$ cat src/rtl/adc_pkg.sv
`default_nettype none
// ============================================================================
// Module      : adc_pkg
// Description : Shared types and helpers for the ADC sample capture block.
//               Holds the capture FSM states, the default data width and
//               buffer depth, and the frame-length clamp function.
// Revision    : 1.0 - initial release
// ============================================================================
package adc_pkg;

  localparam int DEF_DATA_W = 12;
  localparam int DEF_DEPTH  = 256;

  typedef enum logic [1:0] {
    IDLE    = 2'd0,
    ARM     = 2'd1,
    CAPTURE = 2'd2
  } state_t;

  // A zero length, or one longer than the buffer, means "fill the buffer".
  function automatic int unsigned clamp_len(input int unsigned n,
                                            input int unsigned depth);
    return ((n == 0) || (n > depth)) ? depth : n;
  endfunction

endpackage
`default_nettype wire

$ cat src/rtl/adc_sample_ram.sv
`default_nettype none
// ============================================================================
// Module      : adc_sample_ram
// Description : Simple dual-port sample buffer. One write port and one
//               registered read port. A read and a write to the same address
//               in the same cycle return the previous contents.
// Revision    : 1.0 - initial release
// ============================================================================
module adc_sample_ram #(
  parameter  int DATA_W = 12,
  parameter  int DEPTH  = 256,
  localparam int ADDR_W = $clog2(DEPTH)
) (
  input  logic              clk,
  input  logic              rstn,
  input  logic              we,
  input  logic [ADDR_W-1:0] waddr,
  input  logic [DATA_W-1:0] wdata,
  input  logic [ADDR_W-1:0] raddr,
  output logic [DATA_W-1:0] rdata
);

  logic [DATA_W-1:0] mem [DEPTH];

  // Write port; the array itself is never reset.
  always_ff @(posedge clk) begin
    if (we) mem[waddr] <= wdata;
  end

  // Registered read; sees the pre-write contents on a same-address collision.
  always_ff @(posedge clk or negedge rstn) begin
    if (!rstn) rdata <= '0;
    else       rdata <= mem[raddr];
  end

endmodule
`default_nettype wire

$ cat src/rtl/adc_sample_capture.sv
`default_nettype none
// ============================================================================
// Module      : adc_sample_capture
// Description : Captures ADC conversion results into an on-chip buffer on
//               each falling edge of the generated ADC sample clock, then
//               flags a completed frame for readout.
//               Optional: ADC_CAPTURE_TRIG_EN adds an upward level trigger
//               that delays the first write until the data crosses
//               trig_level.
// Revision    : 1.0 - initial release
// ============================================================================
module adc_sample_capture
  import adc_pkg::*;
#(
  parameter  int DATA_W = DEF_DATA_W,
  parameter  int DEPTH  = DEF_DEPTH,
  localparam int ADDR_W = $clog2(DEPTH)
) (
  input  logic              clk,
  input  logic              rstn,
  input  logic              adc_clk,
  input  logic [DATA_W-1:0] adc_data,
  input  logic              start,
  input  logic [ADDR_W:0]   num_samples,
`ifdef ADC_CAPTURE_TRIG_EN
  input  logic [DATA_W-1:0] trig_level,
`endif
  output logic              busy,
  output logic              done,
  output logic [ADDR_W:0]   wr_count,
  input  logic [ADDR_W-1:0] rd_addr,
  output logic [DATA_W-1:0] rd_data
);

  state_t            state;
  logic              adc_clk_q;
  logic [DATA_W-1:0] adc_data_q;
  logic [ADDR_W:0]   frame_len;
  logic [ADDR_W:0]   frame_len_in;
  logic [ADDR_W:0]   next_count;
  logic              samp_stb;
  logic              arm_hit;
  logic              we;
  logic [ADDR_W-1:0] waddr;

`ifdef ADC_CAPTURE_TRIG_EN
  logic [DATA_W-1:0] prev_sample;
  logic              have_prev;
`endif

  // Retime the ADC clock and data into clk before using them.
  always_ff @(posedge clk or negedge rstn) begin
    if (!rstn) begin
      adc_clk_q  <= 1'b0;
      adc_data_q <= '0;
    end else begin
      adc_clk_q  <= adc_clk;
      adc_data_q <= adc_data;
    end
  end

  assign samp_stb     = adc_clk_q & ~adc_clk;
  assign frame_len_in = (ADDR_W+1)'(clamp_len(32'(num_samples), DEPTH));
  assign next_count   = wr_count + 1'b1;

`ifdef ADC_CAPTURE_TRIG_EN
  // Upward crossing: previous strobed sample below, current at or above.
  assign arm_hit = have_prev && (prev_sample < trig_level) &&
                   (adc_data_q >= trig_level);
`else
  assign arm_hit = 1'b1;
`endif

  // Write port: the first sample of a frame always lands at address 0.
  always_comb begin
    we    = samp_stb && (((state == ARM) && arm_hit) || (state == CAPTURE));
    waddr = (state == CAPTURE) ? wr_count[ADDR_W-1:0] : '0;
  end

  // Capture FSM with registered status outputs.
  always_ff @(posedge clk or negedge rstn) begin
    if (!rstn) begin
      state     <= IDLE;
      busy      <= 1'b0;
      done      <= 1'b0;
      wr_count  <= '0;
      frame_len <= '0;
`ifdef ADC_CAPTURE_TRIG_EN
      prev_sample <= '0;
      have_prev   <= 1'b0;
`endif
    end else begin
      case (state)
        IDLE: begin
          if (start) begin
            frame_len <= frame_len_in;
            wr_count  <= '0;
            done      <= 1'b0;
            busy      <= 1'b1;
            state     <= ARM;
`ifdef ADC_CAPTURE_TRIG_EN
            have_prev <= 1'b0;
`endif
          end
        end
        ARM: begin
          if (samp_stb) begin
`ifdef ADC_CAPTURE_TRIG_EN
            prev_sample <= adc_data_q;
            have_prev   <= 1'b1;
`endif
            if (arm_hit) begin
              wr_count <= (ADDR_W+1)'(1);
              if (frame_len == (ADDR_W+1)'(1)) begin
                state <= IDLE;
                busy  <= 1'b0;
                done  <= 1'b1;
              end else begin
                state <= CAPTURE;
              end
            end
          end
        end
        CAPTURE: begin
          if (samp_stb) begin
            wr_count <= next_count;
            if (next_count == frame_len) begin
              state <= IDLE;
              busy  <= 1'b0;
              done  <= 1'b1;
            end
          end
        end
        default: begin
          state <= IDLE;
          busy  <= 1'b0;
        end
      endcase
    end
  end

  adc_sample_ram #(
    .DATA_W (DATA_W),
    .DEPTH  (DEPTH)
  ) u_ram (
    .clk   (clk),
    .rstn  (rstn),
    .we    (we),
    .waddr (waddr),
    .wdata (adc_data_q),
    .raddr (rd_addr),
    .rdata (rd_data)
  );

endmodule
`default_nettype wire

$ cat config.mk
export PLATFORM = sky130hd
export DESIGN_NAME = adc_sample_capture
export DESIGN_NICKNAME = d
export VERILOG_FILES = /design/src/rtl/adc_pkg.sv /design/src/rtl/adc_sample_ram.sv /design/src/rtl/adc_sample_capture.sv
export SDC_FILE = /design/constraint.sdc
export NUM_CORES = 2
export LEC_CHECK = 0
export BUFFER_PORTS_ARGS = -buffer_cell sky130_fd_sc_hd__buf_2
export CAP_MARGIN = 20
export CORE_MARGIN = 2
export CORE_UTILIZATION = 40
export DETAILED_ROUTE_END_ITERATION = 8
export SLEW_MARGIN = 20
export SYNTH_ARGS = -nofsm -noshare
export SYNTH_HDL_FRONTEND = slang
export SYNTH_SLANG_ARGS = --single-unit
$ cat constraint.sdc
create_clock -name clk -period 5.71 [get_ports clk]
set_input_delay 0 -clock clk [delete_from_list [all_inputs] [get_ports clk]]
set_output_delay 0 -clock clk [all_outputs]
set_load 0.02 [all_outputs]
==> reports/results.tsv <==
metric	value	unit
clock_tree.root_cell	clkbuf_16	
fmax	245	MHz
die_h	554	um
swShare	0.220	
ys.flop_type	edfxtp_1	
dr.pass1.iters	6	
seq_power_share	0.523	
slew_headroom	0.162	
clkPwrFrac	0.422	
ios	56	
p_sw	10.7	mW
powerDensity	352	nW/um^2
dieArea	307000	um^2
antenna_found_initial	9	
ys_ff_latch	3119	
std_cell_rows	201	
synth_edf_count	3072	
worst-path-buf-inv	2	
cts.sinks	3119	
clk_pin_slew	60	ps
h-tree-depth	5	
ys_warn_count	0	
synth_area	121000	um^2
period_share	0.714	
n_fill_cell	24990	
status	completed	
gr-total-overflow	0	
rr_worst_depth	6	
cts_buffers	326	
power_frac_comb	0.055	
r2r_slack	1630	ps
maxSlewViolCount	0	
r2r-start	state[1]	
finalClockSkew	50.4	ps
grt_pass1_vias	60314	
whs_endpoint	u_ram.rdata[5]	
rsz0062_at_grt	false	
drc	0	
track_usage	0.206	
hold_class	primary input to flop	
end_kind	flop	
setup_violations	0	
synth_top_area_frac	0.763	
viasPerCell	5.85	
start_util	0.402	
path_cells	inv_1, ha_1, and2_1, nand3_1, buf_4, nor2_1	
area_delta_synth_final	14.1	%
cp.arrival	4550	ps
setup_ws	1630	ps
place_inst	9722	
drv_cap	0	
yosysSeqAreaShare	0.773	
dp_worst_setup_slack	1590	ps
crit_fanout	20	
synthTopCellsByCount	3,072 x edfxtp_1, 609 x mux4_2, 398 x mux2i_1	
clk_path_buf_depth	4	
post-route-min-period	4080	ps
cts_tree	done	
multi_input_area	25500	um^2
hold_viol_final	0	
p_int	37.9	mW
yosysMostFrequentCell	edfxtp_1	
slowest_stage	nor2_1	
insertion_delay	890	ps
register_area	93500	um^2
postSynthAreaPerCell	21.0	um^2
grt_pass1_wl	454000	um
synth.area.top_cells	edfxtp_1 76%, mux4_2 11%, mux2i_1 3.3%, o221ai_1 1.0%, dfrtp_1 0.97%	
required	6180	ps
crit_type	flop to flop	
leakagePower	43.4	nW
critPathLaunchType	flop	
hold_start	rd_addr[4]	
place_hpwl	193000	um
final_net_count	6204	
cp_slowest_stage_delay	860	ps
syn_inst	5762	
synthDistinctLibCells	61	
die_w	554	um
critical_path.top_delay_family	simple AND/OR/NAND/NOR gates	
wl_per_cell	31.1	um
postLayoutCoreUtil	0.459	
timing.rr.end	u_ram.mem[9][5]	
portBuffers	55	
wl	322000	um
async_flop_share	0.0151	
grt_max_degree	197	
yosys.area.top_type	edfxtp_1	
place_congestion	0.844	
drive_gt1_frac	0.242	
power	48.5	mW
initialDrtViolationCount	7870	
antenna_left	0	
syn_nets	5801	
vias	60710	
layout.cells.non_filler	10372	
worst_slew_pin_slew	1260	ps
fin_tns_setup	0	ps
core-area	300000	um^2
min_path_cells	5	
ir_drop	0.264	mV
-- final cells by class --
class	count	area share
clock inverters	157	0.0111
multi-input cells	2277	0.185
inverters	13	0.000381
flip-flops and latches	3119	0.678
diodes	2	0.0000363
well taps	3958	0.0359
repair buffers	428	0.0271
clock buffers	418	0.0625
-- metrics by stage --
| stage | hold WS (ps) | instance area (um^2) |
|---|---|---|
| finish | 99.5 | 138000 |
| global placement | 111 | 127000 |
| CTS | 30.6 | 138000 |
| global route | 97.7 | 138000 |
| floorplan | -296 | 121000 |
| detailed placement | 110 | 127000 |
-- power groups by stage --
| stage | clock, mW | combinational (mW) | sequential, mW |
|---|---|---|---|
| 6_report | 20.5 | 2.68 | 25.4 |
| 5_1_grt | 21.6 | 2.83 | 25.4 |
| 4_1_cts | 20.7 | 2.67 | 25.4 |
| 3_5_place_dp | 0 | 2.59 | 25.9 |
| 3_3_place_gp | 0 | 2.56 | 25.9 |
| 2_1_floorplan | 0 | 1.46 | 26.0 |
-- sequential cells by signal, indices dropped and copies added, names as in the netlist --
signal and flops:
adc_data_q 12, busy 1, u_ram.mem 3072, adc_clk_q 1, state 2, frame_len 9, u_ram.rdata 12, done 1
wr_count 9
-- worst max-delay path by stage --
stage                       start                to  slack [ps]  depth (start not counted)
global route             state[0]  u_ram.mem[54][8]        1340                          8
finish                   state[1]   u_ram.mem[9][5]        1630                          6
CTS                      state[0]  u_ram.mem[86][4]        1660                          8
floorplan           adc_data_q[0]   u_ram.mem[0][0]        1740                          0
detailed placement     rd_addr[1]    u_ram.rdata[2]        1590                          8
global placement       rd_addr[1]    u_ram.rdata[2]        1570                          8
-- cell usage in the layout (no fill, tap or decap), types with 7 or more instances in the layout --
master,instances
clkbuf_16,329
clkinvlp_4,12
inv_6,7
nor2b_1,9
a21oi_1,146
mux4_2,609
a221oi_1,33
dlygate4sd3_1,66
nand3_1,37
dfrtp_4,12
nor3_1,85
a22oi_1,49
mux2i_1,398
dfrtp_1,35
nand2_1,92
clkinv_1,63
xnor2_1,7
buf_4,268
o211ai_1,8
o31ai_1,18
mux2_2,20
bufinv_16,22
a211oi_1,32
nand2b_1,8
a22o_1,25
o22ai_1,95
clkbuf_1,84
o21ai_0,60
inv_1,10
buf_12,31
o221ai_1,139
nor4_1,28
clkinv_2,36
nor2_1,201
edfxtp_1,3072
nor2_2,94
buf_2,52
and3_1,7
-- worst min-delay path, cell delays in order --
cell     delay, ps
buf_4          190
a31oi_1        180
nand3_1        260
o31ai_1        180
nor3_1          70
-- routing by layer --
| layer | vias up | global-route usage | wire length (um) |
|---|---|---|---|
| li1 | 24988 | - | - |
| met1 | 32445 | 0.288 | 132000 |
| met2 | 2784 | 0.331 | 155000 |
| met3 | 489 | 0.0356 | 26100 |
| met4 | 4 | 0.0620 | 10100 |
| met5 | - | 0.00375 | 172 |
-- logic make-up (layout without fill, tap and decap cells) --
logic type	count (synthesis)	count (layout)	synth area share
mux	1027	1027	0.148
xor+xnor	8	8	0.000580
buf+inv	366	1016	0.0186
compound gates	637	637	0.0368
fa+ha+maj	6	6	0.000621
flops	3119	3119	0.773
other cells	0	2	0
simple gates	599	599	0.0221
-- repair_timing --
action                                 in CTS  in global routing
gates resized for setup                     0                  0
endpoints found under the hold margin      83                  0
hold buffers                               66                  0
setup buffers                               0                  0
(Power assumes the default switching activity.)
